**src/rtl/ecc_isa_pkg.sv**
```systemverilog
// ISA constants, FSM state encoding and decoded-control bundle shared by the
// ECC issue/control sequencer and its instruction decoder.
package ecc_isa_pkg;

    // Instruction field bit positions (20-bit instruction word)
    localparam int OPC_MSB = 19;
    localparam int OPC_LSB = 15;
    localparam int RD_MSB  = 14;
    localparam int RD_LSB  = 10;
    localparam int RS_MSB  = 9;
    localparam int RS_LSB  = 5;
    localparam int RT_MSB  = 4;
    localparam int RT_LSB  = 0;

    // Control-flow opcodes
    localparam logic [4:0] OP_NOP  = 5'b00000;
    localparam logic [4:0] OP_BRZ  = 5'b00001;
    localparam logic [4:0] OP_BRZP = 5'b00010;
    localparam logic [4:0] OP_BRNP = 5'b00011;
    localparam logic [4:0] OP_BRNZ = 5'b00100;
    localparam logic [4:0] OP_JSR  = 5'b01000;
    localparam logic [4:0] OP_RTI  = 5'b01010;

    // Write-back opcodes occupy the remaining defined encodings
    localparam logic [4:0] OP_ADD  = 5'b00101;
    localparam logic [4:0] OP_SUB  = 5'b00110;
    localparam logic [4:0] OP_ADDI = 5'b00111;
    localparam logic [4:0] OP_AND  = 5'b01001;
    localparam logic [4:0] OP_CONST= 5'b01011;
    localparam logic [4:0] OP_SLL  = 5'b01100;
    localparam logic [4:0] OP_SRL  = 5'b01101;
    localparam logic [4:0] OP_SDRH = 5'b01110;
    localparam logic [4:0] OP_SDRL = 5'b01111;
    localparam logic [4:0] OP_SDL  = 5'b10000;
    localparam logic [4:0] OP_CHKL = 5'b10010;
    localparam logic [4:0] OP_CHKH = 5'b10011;
    localparam logic [4:0] OP_TCS  = 5'b10100;
    localparam logic [4:0] OP_TCDH = 5'b10101;

    // Condition codes {N,Z,P} after reset: "zero"
    localparam logic [2:0] NZP_RESET = 3'b010;

    typedef enum logic [1:0] {
        IDLE  = 2'd0,
        FETCH = 2'd1,
        EXEC  = 2'd2
    } state_t;

    // Decoded control for the instruction in EXEC. br_mask selects which of
    // {N,Z,P} make a branch taken; all-zero means "not a branch".
    typedef struct packed {
        logic       rf_we;
        logic       carry_we;
        logic       nzp_we;
        logic [2:0] br_mask;
        logic       is_jump;
        logic       illegal;
    } dec_t;

    // A conditional branch is taken when any selected condition code is set
    function automatic logic branch_taken(input logic [2:0] mask, input logic [2:0] nzp);
        return |(mask & nzp);
    endfunction

endpackage

```
**src/rtl/ecc_issue_ctrl_if.sv**
```systemverilog
// Bundle of control, instruction-memory, ALU and register-file signals between
// the issue sequencer (master) and the datapath/memory side (slave).
interface ecc_issue_ctrl_if #(
    parameter int WORD_SIZE = 256,
    parameter int INSN      = 19,
    parameter int IADDR     = 10,
    parameter int DADDR     = 4
);
    logic                 start;
    logic                 stop;
    logic                 imem_req;
    logic [IADDR:0]       imem_addr;
    logic                 imem_valid;
    logic [INSN:0]        imem_data;
    logic [INSN:0]        alu_insn;
    logic [IADDR:0]       alu_pc;
    logic                 alu_carry;
    logic                 alu_carry_out;
    logic [WORD_SIZE-1:0] alu_result;
    logic [DADDR:0]       rf_rs_addr;
    logic [DADDR:0]       rf_rt_addr;
    logic [DADDR:0]       rf_wr_addr;
    logic                 rf_we;
    logic                 busy;
    logic                 retired;
    logic                 illegal;
    logic [2:0]           nzp;

    modport master (
        input  start, stop, imem_valid, imem_data, alu_carry_out, alu_result,
        output imem_req, imem_addr, alu_insn, alu_pc, alu_carry,
               rf_rs_addr, rf_rt_addr, rf_wr_addr, rf_we,
               busy, retired, illegal, nzp
    );

    modport slave (
        output start, stop, imem_valid, imem_data, alu_carry_out, alu_result,
        input  imem_req, imem_addr, alu_insn, alu_pc, alu_carry,
               rf_rs_addr, rf_rt_addr, rf_wr_addr, rf_we,
               busy, retired, illegal, nzp
    );
endinterface

```
**src/rtl/ecc_insn_decode.sv**
```systemverilog
// Combinational opcode decoder: classifies an instruction into write-back,
// flag-update, branch/jump and illegal controls.
module ecc_insn_decode
    import ecc_isa_pkg::*;
(
    input  logic [4:0] opcode,
    output dec_t       dec
);

    // Opcode classification; undefined encodings decode as NOP plus illegal
    always_comb begin
        // NOTE: every output gets a default before the case so no path leaves
        // a signal unassigned, which would otherwise infer a latch.
        dec = '0;
        unique case (opcode)
            OP_NOP:  ;
            OP_BRZ:  dec.br_mask = 3'b010;
            OP_BRZP: dec.br_mask = 3'b011;
            OP_BRNP: dec.br_mask = 3'b101;
            OP_BRNZ: dec.br_mask = 3'b110;
            OP_JSR,
            OP_RTI:  dec.is_jump = 1'b1;
            OP_ADD, OP_SUB, OP_ADDI, OP_TCS, OP_TCDH: begin
                dec.rf_we    = 1'b1;
                dec.nzp_we   = 1'b1;
                dec.carry_we = 1'b1;
            end
            OP_AND, OP_CONST, OP_SLL, OP_SRL, OP_SDRH,
            OP_SDRL, OP_SDL, OP_CHKL, OP_CHKH: begin
                dec.rf_we  = 1'b1;
                dec.nzp_we = 1'b1;
            end
            default: dec.illegal = 1'b1;
        endcase
    end

endmodule

```
**src/rtl/ecc_issue_ctrl.sv**
```systemverilog
// Issue/control sequencer for the 256-bit ECC datapath: fetches instructions,
// presents them to the combinational ALU and retires them by updating PC,
// carry flag and NZP condition codes.
module ecc_issue_ctrl
    import ecc_isa_pkg::*;
#(
    parameter int WORD_SIZE = 256,
    parameter int INSN      = 19,
    parameter int IADDR     = 10,
    parameter int DADDR     = 4,
    parameter int RESET_PC  = 0
) (
    input  logic                  clk,
    input  logic                  rst_n,
    ecc_issue_ctrl_if.master      bus
);

    localparam logic [IADDR:0] PC_RESET = IADDR'(RESET_PC);
    localparam logic [IADDR:0] PC_ONE   = 1;

    state_t         state_q, state_d;
    logic           stop_seen_q, stop_seen_d;
    logic [IADDR:0] pc_q, pc_d;
    logic [INSN:0]  insn_q;
    logic           carry_q;
    logic [2:0]     nzp_q;

    dec_t           dec;
    logic           in_exec;
    logic           insn_load;
    logic           res_n, res_z;
    logic [DADDR:0] rs_addr, rt_addr, rd_addr;

    ecc_insn_decode u_decode (
        .opcode (insn_q[OPC_MSB:OPC_LSB]),
        .dec    (dec)
    );

    assign in_exec   = (state_q == EXEC);
    assign insn_load = (state_q == FETCH) && bus.imem_valid;
    assign res_n     = bus.alu_result[WORD_SIZE-1];
    assign res_z     = (bus.alu_result == '0);

    // Next state; stop is remembered from the start of FETCH so the current
    // instruction always retires before returning to IDLE
    always_comb begin
        state_d     = state_q;
        stop_seen_d = stop_seen_q;
        unique case (state_q)
            IDLE: begin
                if (bus.start && !bus.stop) begin
                    state_d     = FETCH;
                    stop_seen_d = 1'b0;
                end
            end
            FETCH: begin
                stop_seen_d = stop_seen_q | bus.stop;
                if (bus.imem_valid) state_d = EXEC;
            end
            EXEC: begin
                if (stop_seen_q || bus.stop) begin
                    state_d = IDLE;
                end else begin
                    state_d     = FETCH;
                    stop_seen_d = 1'b0;
                end
            end
            default: state_d = IDLE;
        endcase
    end

    // State register; async reset also kills an outstanding fetch request
    always_ff @(posedge clk or negedge rst_n) begin
        // NOTE: sequential state uses non-blocking assignment so every flop
        // samples pre-edge values regardless of block ordering.
        if (!rst_n) begin
            state_q     <= IDLE;
            stop_seen_q <= 1'b0;
        end else begin
            state_q     <= state_d;
            stop_seen_q <= stop_seen_d;
        end
    end

    // Next PC: jumps and taken branches load the ALU-computed target, all
    // others advance by one; both wrap naturally at the PC width
    always_comb begin
        pc_d = pc_q;
        if (in_exec) begin
            if (dec.is_jump || branch_taken(dec.br_mask, nzp_q))
                pc_d = bus.alu_result[IADDR:0];
            else
                pc_d = pc_q + PC_ONE;
        end
    end

    // Architectural state: PC, instruction register, carry and NZP
    always_ff @(posedge clk or negedge rst_n) begin
        if (!rst_n) begin
            pc_q    <= PC_RESET;
            insn_q  <= '0;
            carry_q <= 1'b0;
            nzp_q   <= NZP_RESET;
        end else begin
            pc_q <= pc_d;
            if (insn_load)
                insn_q <= bus.imem_data;
            if (in_exec && dec.carry_we)
                carry_q <= bus.alu_carry_out;
            if (in_exec && dec.nzp_we)
                nzp_q <= {res_n, res_z, !res_n && !res_z};
        end
    end

    assign rs_addr = insn_q[RS_MSB:RS_LSB];
    assign rt_addr = insn_q[RT_MSB:RT_LSB];
    assign rd_addr = insn_q[RD_MSB:RD_LSB];

    assign bus.imem_req   = (state_q == FETCH);
    assign bus.imem_addr  = pc_q;
    assign bus.alu_insn   = insn_q;
    assign bus.alu_pc     = pc_q;
    assign bus.alu_carry  = carry_q;
    assign bus.rf_rs_addr = rs_addr;
    assign bus.rf_rt_addr = rt_addr;
    assign bus.rf_wr_addr = rd_addr;
    assign bus.rf_we      = in_exec && dec.rf_we;
    assign bus.busy       = (state_q != IDLE);
    assign bus.retired    = in_exec;
    assign bus.illegal    = in_exec && dec.illegal;
    assign bus.nzp        = nzp_q;

endmodule
```
**src/flat_wrapper.sv**
```systemverilog
// flat-port wrapper written by rule: the top's interface ports become plain ports
module ecc_issue_ctrl_flat import ecc_isa_pkg::*;
#(
    parameter int WORD_SIZE = 256,
    parameter int INSN      = 19,
    parameter int IADDR     = 10,
    parameter int DADDR     = 4,
    parameter int RESET_PC  = 0
)
  (clk, rst_n, bus_start, bus_stop, bus_imem_valid, bus_imem_data, bus_alu_carry_out, bus_alu_result, bus_imem_req, bus_imem_addr, bus_alu_insn, bus_alu_pc, bus_alu_carry, bus_rf_rs_addr, bus_rf_rt_addr, bus_rf_wr_addr, bus_rf_we, bus_busy, bus_retired, bus_illegal, bus_nzp);
  ecc_issue_ctrl_if #(.WORD_SIZE(WORD_SIZE), .INSN(INSN), .IADDR(IADDR), .DADDR(DADDR)) bus_i ();
  input  logic clk;
  input  logic rst_n;
  input wire logic [$bits(bus_i.start)-1:0] bus_start;
  input wire logic [$bits(bus_i.stop)-1:0] bus_stop;
  input wire logic [$bits(bus_i.imem_valid)-1:0] bus_imem_valid;
  input wire logic [$bits(bus_i.imem_data)-1:0] bus_imem_data;
  input wire logic [$bits(bus_i.alu_carry_out)-1:0] bus_alu_carry_out;
  input wire logic [$bits(bus_i.alu_result)-1:0] bus_alu_result;
  output wire logic [$bits(bus_i.imem_req)-1:0] bus_imem_req;
  output wire logic [$bits(bus_i.imem_addr)-1:0] bus_imem_addr;
  output wire logic [$bits(bus_i.alu_insn)-1:0] bus_alu_insn;
  output wire logic [$bits(bus_i.alu_pc)-1:0] bus_alu_pc;
  output wire logic [$bits(bus_i.alu_carry)-1:0] bus_alu_carry;
  output wire logic [$bits(bus_i.rf_rs_addr)-1:0] bus_rf_rs_addr;
  output wire logic [$bits(bus_i.rf_rt_addr)-1:0] bus_rf_rt_addr;
  output wire logic [$bits(bus_i.rf_wr_addr)-1:0] bus_rf_wr_addr;
  output wire logic [$bits(bus_i.rf_we)-1:0] bus_rf_we;
  output wire logic [$bits(bus_i.busy)-1:0] bus_busy;
  output wire logic [$bits(bus_i.retired)-1:0] bus_retired;
  output wire logic [$bits(bus_i.illegal)-1:0] bus_illegal;
  output wire logic [$bits(bus_i.nzp)-1:0] bus_nzp;
  assign bus_i.start = bus_start;
  assign bus_i.stop = bus_stop;
  assign bus_i.imem_valid = bus_imem_valid;
  assign bus_i.imem_data = bus_imem_data;
  assign bus_i.alu_carry_out = bus_alu_carry_out;
  assign bus_i.alu_result = bus_alu_result;
  assign bus_imem_req = bus_i.imem_req;
  assign bus_imem_addr = bus_i.imem_addr;
  assign bus_alu_insn = bus_i.alu_insn;
  assign bus_alu_pc = bus_i.alu_pc;
  assign bus_alu_carry = bus_i.alu_carry;
  assign bus_rf_rs_addr = bus_i.rf_rs_addr;
  assign bus_rf_rt_addr = bus_i.rf_rt_addr;
  assign bus_rf_wr_addr = bus_i.rf_wr_addr;
  assign bus_rf_we = bus_i.rf_we;
  assign bus_busy = bus_i.busy;
  assign bus_retired = bus_i.retired;
  assign bus_illegal = bus_i.illegal;
  assign bus_nzp = bus_i.nzp;
  ecc_issue_ctrl #(.WORD_SIZE(WORD_SIZE), .INSN(INSN), .IADDR(IADDR), .DADDR(DADDR), .RESET_PC(RESET_PC)) u_core (.clk(clk), .rst_n(rst_n), .bus(bus_i));
endmodule
```
**config.mk**
```make
export PLATFORM = sky130hd
export DESIGN_NAME = ecc_issue_ctrl_flat
export DESIGN_NICKNAME = d
export VERILOG_FILES = /design/src/rtl/ecc_isa_pkg.sv /design/src/rtl/ecc_issue_ctrl_if.sv /design/src/rtl/ecc_insn_decode.sv /design/src/rtl/ecc_issue_ctrl.sv /design/src/flat_wrapper.sv
export SDC_FILE = /design/constraint.sdc
export NUM_CORES = 1
export LEC_CHECK = 0
export ABC_CLOCK_PERIOD_IN_PS = 3500
export CORE_AREA = 2 2 134 136
export DETAILED_ROUTE_END_ITERATION = 10
export DIE_AREA = 0 0 136 138
export PLACE_DENSITY = 0.55
export SLEW_MARGIN = 0
export SYNTH_ARGS = -nofsm -noshare
export SYNTH_HDL_FRONTEND = slang
export SYNTH_SLANG_ARGS = --single-unit
```
**constraint.sdc**
```tcl
create_clock -name clk -period 3.5 [get_ports clk]
set_input_delay 0.7 -clock clk [delete_from_list [all_inputs] [get_ports clk]]
set_output_delay 0.7 -clock clk [all_outputs]
set_load 0.02 [all_outputs]
```
* Yosys cells after proc, flatten, opt, wreduce, memory -nomap -nowiden
Cells that the tools add are included.
Widths: inputs -> output; s select.
** Cells by class
- $add $sub $neg :: 1
- Equal/unequal tests :: 25
- Multiplexer cells :: 13
- Bitwise gates (word level) :: 2
- Reduce and logical (&&, ||, !) cells :: 23
** Operator list (count)
- $logic_not 256->1 :: 1
- $eq 5x4->1 const B :: 8
- $eq 5x5->1 const B :: 5
- $reduce_or 21->1 :: 1
- $eq 5x3->1 const B :: 4
- $reduce_or 14->1 :: 1
- $pmux 3 s4 :: 1
- $add 11x1->11 const B :: 1
- $mux 11 :: 1
- $eq 5x2->1 const B :: 2
- $mux 1 :: 7
- $logic_and 1x1->1 :: 6
- $pmux 2 s3 :: 1
- $eq 5x1->1 const B :: 1
- $logic_not 5->1 :: 1
- $reduce_or 5->1 :: 1
- $mux 2 :: 2
- $ne 2x2->1 const B :: 2
- $and 3x3->3 :: 1
- $logic_not 1->1 :: 3
- $pmux 1 s3 :: 1
- $reduce_and 3->1 :: 1
- $reduce_bool 3->1 :: 1
- $reduce_or 3->1 :: 1
- 9 further kinds :: 10
** Word-level totals
- Register bits after elaboration :: 38
- Output and inout bits :: 66

* Longest topological paths before layout
Gate-level depths: netlist (run 1).
- Depth in word-level cells :: 6
- Mapped depth :: 9
- Mapped depth without buffers :: 7

* Hierarchy
A second synthesis (run 1) with hierarchy kept.
** Second synthesis, totals
- Cell total of the unflattened synthesis :: 336
- Area total of the unflattened synthesis :: 2625.0 µm²
** By module, submodules not included
- ecc_issue_ctrl :: times used 1, cells an instance 313, area an instance 2472.4 µm², sequential area each 952.2 µm²
- ecc_insn_decode :: times used 1, cells an instance 23, area an instance 152.6 µm², sequential area each 0.0 µm²

* Worst setup path after synthesis (run 1)
Ideal clock, no wire load.
- Path type :: reg2out
- Start :: register u_core.insn_q[16], in the netlist u_core.bus.alu_insn[16]
- End :: output bus_rf_we
- Arrival :: 1538 ps
- Data required time :: 2800 ps
- Path slack :: 1262 ps
- Stages on the path, launching flop included :: 5
- Path buffers :: 1
- Path through :: dfrtp_1 buf_2 a21oi_1 nor2b_1 nor4_2
** On the way
- Longest elaborated chain between the ends :: 4
- Elaborated cells between the ends (all ways) :: 17
- Those cells by class :: eq/ne: 14; mux: 1; reduce/logical: 2
** RTL lines
- start: declaration :: RTL line ecc_issue_ctrl.sv:24 : logic [INSN:0] insn_q;
- start signal: assignment :: RTL line ecc_issue_ctrl.sv:107 : insn_q <= bus.imem_data;
- $eq 5x4->1 (tied with other cells) :: RTL line ecc_insn_decode.sv:15 : unique case (opcode)
- $reduce_or 14->1 (no line) *
- $mux 1 * :: RTL line ecc_insn_decode.sv:15
- $logic_and 1x1->1 * :: RTL line ecc_issue_ctrl.sv:127 : assign bus.rf_we = in_exec && dec.rf_we;
- end: declaration :: RTL line flat_wrapper.sv:28 : output wire logic [$bits(bus_i.rf_we)-1:0] bus_rf_we;
Every way passes the cells marked *; elsewhere a longest branch is shown, timed or not.

* Final worst setup path (run 1)
- Start :: register u_core.state_q[0]
- End :: output bus_rf_we
** On the way
- Longest elaborated chain between the ends :: 2
** RTL lines
- start: declaration :: RTL line ecc_issue_ctrl.sv:21 : state_t state_q, state_d;
- start signal: assignment :: RTL line ecc_issue_ctrl.sv:80 : state_q <= state_d;
- $eq 2x2->1 :: RTL line ecc_issue_ctrl.sv:39 : assign in_exec = (state_q == EXEC);
- $logic_and 1x1->1 :: RTL line ecc_issue_ctrl.sv:127
No other way between the ends.

==> impl_metrics.tcl, run 1 <==
set metrics [dict create \
    core_area_mm2 0.01753 \
    cts_num_sinks 38 \
    outcome "finished clean" \
    fp.dieH_um 138 \
    synth_ff_type "dfrtp_1" \
    top_layer "met4" \
    dieArea_mm2 0.01877 \
    cp.required_ns 2.80 \
    synth_area_leaders "dfrtp_1 (35%), nor4_1 (16%), mux2_2 (9.4%)" \
    tightestPinTransition_ns 0.9079 \
    clk_pin_slew_ns 0.05 \
    yosysTopAreaCell "dfrtp_1" \
    synth_top_family_by_area "simple AND/OR/NAND/NOR gates" \
    drt-vias-per-instance 4.347 \
    clk_latency_ns 0.28 \
    synth-adder-area-share 0.004751 \
    io-pin-count 348 \
    rsz0062_at_grt "false" \
    power_density_mw_per_mm2 554.5 \
    worstSetupStartpointType "register" \
    path_class "reg -> out" \
    slew-limit-headroom 0.3947 \
    cp_cell_sequence "nand2b_1, nor4_2, buf_4, clkdlybuf4s50_1" \
    num_rows 49 \
    place_congestion 0.9809 \
    synth_simple_gate_area_frac 0.2922 \
    cts-resized-gates 0 \
    hold_buffers 0 \
    dr_wl_met3_um 918 \
    grt_pass1_vias 3929 \
    io_buffers 347 \
    switching_power_mw 1.406 \
    finalSetupViolations 0 \
    tns_ns 0 \
    grt_pass1_wl_mm 21.01 \
    wl_per_cell_um 16.71 \
    syn2layout_area_growth_pct 139.0 \
    critPathArrivalTime_ns 2.23 \
    path_buf_inv 2 \
    yosysUniqueCellTypes 43 \
    seqPwrFrac 0.266 \
    cp_top_family "buffers and inverters" \
    wl_met1_mm 5.274 \
    skew_ns 0.008914 \
    wl_met2_mm 7.469 \
    max_cap_violations 0 \
    ctsLongestPathBuffers 2 \
    drive_gt1_frac 0.07096 \
    wl_mm 13.95 \
    synth_top_area_share 0.3515 \
    initial_utilization 0.1502 \
    crit_slowest_cell "clkdlybuf4s50_1" \
    hold_ws_ns 0.5024 \
    combPwrFrac 0.608 \
    htreeDepth 2 \
    hold_viol_final 0 \
    post-cts-setup-buffers 0 \
    dpl.hpwl_mm 12.26 \
    cts-root-buf "clkbuf_16" \
    crit_path_max_incr_delay_ns 0.62 \
    synthArstFlopShare 1.000 \
    power.leakage_nw 2.289 \
    ys_seq_area_frac 0.3615 \
    synthMuxAreaShare 0.1207 \
    drtIter0Drc 120 \
    hold_path_class "reg -> reg" \
    ant_nets 0 \
    yosysWarnings 0 \
    crit_path_end_kind "output port" \
    overflow 0 \
    fin_crit_sh 0.8378 \
    peakVddDrop_mv 0.2940 \
    timing.fmax_mhz 341.0 \
    internal-power_mw 2.084 \
    synth-xor-area-share 0 \
    synth_area_mm2 0.002634 \
    die_x_um 136 \
    fin_crit_ns 2.932 \
    synth-edff-count 0 \
    maxSlewViolCount 0 \
    antenna_found_initial 0 \
    p_sw_frac 0.4029 \
    synthCells 285 \
    drc 0 \
    yosys-top-cells-count "nor4_1 (68), dfrtp_1 (37), buf_4 (26), mux2_2 (22), nand4_1 (19)" \
    cts_tree "yes" \
    worstPathMaxFanout 9 \
    yosysMostFrequentCell "nor4_1" \
    diodes 0 \
    drt-pass1-iter-count 4 \
    final_nets 888 \
    synth_compound_area_frac 0.1112 \
    numCtsBuffers 5 \
    syn_nets 568 \
    grt_usage 0.1429 \
    vias 3630 \
    power_frac_clock 0.126 \
    avgSynthCellArea_um2 9.241 \
    grt_max_degree 39 \
    synth_seq_cells 38 \
]
==> worst register-to-register path, delay by kind of cell (launching register included) <==
family / cells / cell delay [ns]
DFF: 1 / 0.55
muxes: 1 / 0.27
and+or+nand+nor: 2 / 0.80
AOI/OAI and AO/OA: 3 / 0.48
==> routing by layer <==
| layer | vias up | GRT usage |
|---|---|---|
| li1 | 1746 | - |
| met1 | 1674 | 0.1602 |
| met2 | 191 | 0.2743 |
| met3 | 19 | 0.02164 |
| met4 | 0 | 0.03947 |
| met5 | - | 0 |
==> registers in the layout, indices dropped and copies added, names as in the netlist <==
name / count
u_core.state_q: 2
u_core.stop_seen_q: 1
u_core.bus.alu_carry: 1
u_core.bus.nzp: 3
u_core.bus.alu_insn: 20
u_core.bus.alu_pc: 11
==> metrics by stage <==
stage | utilization | cell area (µm²) | std cells | worst slack, ns | power, mW
after global routing | 0.3590 | 6295 | 835 | 0.3878 | 3.704
after CTS | 0.3590 | 6295 | 835 | 0.5009 | 3.533
final | 0.3590 | 6295 | 835 | 0.5676 | 3.491
after global placement | 0.3511 | 6156 | 827 | 0.3134 | 3.050
after detailed placement | 0.3511 | 6156 | 827 | 0.4033 | 3.078
after floorplan | - | 2634 | 285 | 1.262 | 2.086
==> cell families after synthesis <==
kind of cell | after synthesis
AOI/OAI and AO/OA | 41
adders and majority gates | 1
buffers and inverters | 46
DFF | 38
muxes | 29
and+or+nand+nor | 130
==> layout by cell type, fill, tap and decap left out, types with 2 or more instances in the layout <==
cell and n:
nand2b_1 3, buf_4 3, nand3_1 6, nor2b_1 2
a211oi_1 2, nor2_1 10, a21oi_1 10, a21oi_2 4
clkdlybuf4s50_1 346, clkbuf_16 5, o211ai_1 2, nand2_1 8
inv_1 9, a2bb2oi_1 4, mux2_2 22, o21ai_0 6
nor3_1 3, dfrtp_1 37, mux2i_1 7, nor4_1 68
and3_1 4, nand4_1 19, a22oi_1 4, clkinv_2 2
==> layout make-up <==
type / count / area [µm²]
fill: 1788 / 11240
multi-input combinational: 201 / 1393
clock buffer: 6 / 128.9
clock inverter: 2 / 10.01
timing repair buffer: 350 / 3491
sequential: 38 / 952.2
tap: 229 / 286.5
inverter: 9 / 33.78
==> power by group through the flow <==
| stage | registers (mW) | logic (mW) | clock network [mW] |
|---|---|---|---|
| after floorplan | 1.09 | 0.996 | 0 |
| after global placement | 0.920 | 2.13 | 0 |
| after detailed placement | 0.941 | 2.14 | 0 |
| after CTS | 0.934 | 2.14 | 0.455 |
| after global routing | 0.972 | 2.26 | 0.476 |
| final | 0.928 | 2.12 | 0.441 |
==> worst paths after layout <==
| path | start | end | slack (ns) | cells past startpoint |
|---|---|---|---|---|
| worst max-delay path | u_core.state_q[0] | bus_rf_we | 0.57 | 4 |
| max in group asynchronous | rst_n | u_core.state_q[0] | 2.39 | 1 |
| min in group asynchronous | rst_n | u_core.bus.alu_insn[9] | 0.54 | 1 |
| worst min register to register | u_core.bus.alu_carry | u_core.bus.alu_carry | 0.50 | 1 |
| worst min-delay path | u_core.bus.alu_carry | u_core.bus.alu_carry | 0.50 | 1 |
| worst max register to register | u_core.bus.alu_insn[15] | u_core.bus.alu_pc[5] | 1.28 | 6 |
Power figures use the tool's default switching activity.
==> run 2: changes to the inputs <==
ABC_CLOCK_PERIOD_IN_PS = 2700   (was 3500)
CORE_AREA = 2 2 135 137   (was 2 2 134 136)
DIE_AREA = 0 0 137 139   (was 0 0 136 138)
PLACE_DENSITY = 0.54   (was 0.55)
clock period = 2.7 ns   (was 3.5 ns; I/O delays follow)
==> run 2 against run 1 <==
- non-clock buffer count increased by 6
- flip-flop and latch count stayed put
- via count is 0.28% lower
- cell area increased by 1.6%
- sequential power is 28% higher
- clock power grew 76%
- sequential share of layout area fell by 0.23 points
- register-to-register slack worse by 0.61 ns
- power grew 38%
- critical path depth decreased by 1
- combinational power grew 34%
- critical endpoint is now bus_illegal
- largest power group unchanged
==> impl_metrics.tcl, run 2 (synthesized netlist as in run 1, its figures left out) <==
set metrics [dict create \
    hold_ws_ns 0.3808 \
    dieArea_mm2 0.01904 \
    cp_top_family "buffers and inverters" \
    hold_path_class "in -> async" \
    drc 0 \
    io-pin-count 348 \
    final_cell_mix "clkdlybuf4s50_1 (345), nor4_1 (68), dfrtp_1 (36), mux2_2 (22), nand4_1 (19)" \
    num_rows 49 \
    drt-pass1-iter-count 4 \
    gr-usage-met1 0.1529 \
    clk_latency_ns 0.28 \
    seqPwrFrac 0.248 \
    combPwrFrac 0.591 \
    multi_input_area_mm2 0.001393 \
    place_congestion 0.8690 \
    fp.dieH_um 139 \
    wl_mm 13.95 \
    internal-power_mw 2.930 \
    postLayoutCellArea_mm2 0.006399 \
    rrSetupSlack_ns 0.67 \
    critPathArrivalTime_ns 2.04 \
    die_x_um 137 \
    cts_num_sinks 38 \
    fin_ws_ns 0.1196 \
    overflow 0 \
    max_cap_violations 0 \
    ctsLongestPathBuffers 2 \
    gr-usage-met2 0.2710 \
    io_buffers 347 \
    numCtsBuffers 5 \
    crit_path_max_incr_delay_ns 0.66 \
    hold_viol_final 0 \
    maxSlewViolCount 0 \
    outcome "finished clean" \
    tightestPinTransition_ns 0.8865 \
    switching_power_mw 1.870 \
    finalPower_mw 4.800 \
    cp.required_ns 2.16 \
    grt_pass1_wl_mm 20.71 \
    ant_nets 0 \
    p_sw_frac 0.3895 \
    core_area_mm2 0.01766 \
    fin_crit_ns 2.580 \
    timing.fmax_mhz 387.5 \
    vias 3620 \
    grt_usage 0.1399 \
    final_nets 894 \
    worstSetupStartpointType "register" \
    regArea_um2 953.4 \
    use_met3 0.02668 \
    largest_reg_flops 20 \
    syn2layout_area_growth_pct 142.9 \
    wl_per_cell_um 16.59 \
    power_density_mw_per_mm2 750.2 \
    finalSetupViolations 0 \
    crit_path_end_kind "output port" \
    peakVddDrop_mv 0.4703 \
    place_ws_ns -0.1872 \
    power_frac_clock 0.162 \
    crit_slowest_cell "clkdlybuf4s50_1" \
    fin_util 0.3624 \
    cp_cell_sequence "or3b_2, a21oi_1, clkdlybuf4s50_1" \
    power.leakage_nw 2.356 \
    layout_commonest_cell "clkdlybuf4s50_1" \
    busiest_layer "met2" \
    drive_gt1_frac 0.08333 \
    nFillCells 1778 \
    drt-vias-per-instance 4.304 \
    antenna_found_initial 0 \
    worstPathMaxFanout 11 \
    drtIter0Drc 77 \
    grt_pass1_vias 3909 \
    path_class "reg -> out" \
    cts-root-buf "clkbuf_16" \
    grt_max_degree 39 \
    dpl.hpwl_mm 12.31 \
    htreeDepth 2 \
    place_area_mm2 0.006201 \
    clk_pin_slew_ns 0.06 \
    fin_crit_sh 0.9557 \
    path_buf_inv 1 \
    initial_utilization 0.1492 \
    diodes 0 \
    slew-limit-headroom 0.4090 \
    skew_ns 0.006353 \
    rsz0062_at_grt "false" \
    cts_tree "yes" \
]
## run 2: layout make-up
class	instances	share of cell area
clock buffer	5	0.01955
clock inverter	3	0.01075
inverter	9	0.005280
timing repair buffer	356	0.5530
multi-input combinational	201	0.2176
sequential	38	0.1490
tap	229	0.04478
## run 2: worst paths after layout
check                                          end                     from  depth (start not counted)
min in group clk              u_core.bus.alu_carry     u_core.bus.alu_carry                          1
setup / recovery                       bus_illegal  u_core.bus.alu_insn[15]                          3
setup reg to reg              u_core.bus.alu_pc[5]        u_core.bus.nzp[1]                          6
hold reg to reg               u_core.bus.alu_carry     u_core.bus.alu_carry                          1
hold / removal              u_core.bus.alu_insn[9]                    rst_n                          1
max in group asynchronous  u_core.bus.alu_insn[15]                    rst_n                          1
## run 2: metrics by stage
step | cells | TNS [ns]
after floorplan | 285 | 0
after global placement | 833 | -0.08274
after detailed placement | 833 | -0.2953
after CTS | 841 | 0
after global routing | 841 | 0
final | 841 | 0
## run 2: power groups by stage
| stage | clock (mW) | combinational (mW) | sequential, mW |
|---|---|---|---|
| 2_1_floorplan | 0 | 1.29 | 1.41 |
| 3_3_place_gp | 0 | 2.85 | 1.18 |
| 3_5_place_dp | 0 | 2.86 | 1.20 |
| 4_1_cts | 0.806 | 2.87 | 1.19 |
| 5_1_grt | 0.835 | 3.02 | 1.24 |
| 6_report | 0.776 | 2.84 | 1.19 |
## run 2: worst register-to-register path, delay by kind of cell (launching register included)
| family | cells | cell delay [ns] |
|---|---|---|
| AO/OA/AOI/OAI | 4 | 0.86 |
| flip-flops | 1 | 0.56 |
| AND/OR/NAND/NOR | 2 | 0.51 |
## run 2: timing repair
item / 4_1_cts / 5_1_grt
resized for setup: 0 / 2
hold buffers: 0 / 0
setup buffers: 0 / 0
hold endpoints to repair: 0 / 0
setup endpoints to repair: 0 / 2
## run 2: routing by layer
layer,vias up,wire length (µm)
met3,18,935
met5,-,0
li1,1763,-
met4,0,223
met1,1661,5106
met2,178,7686
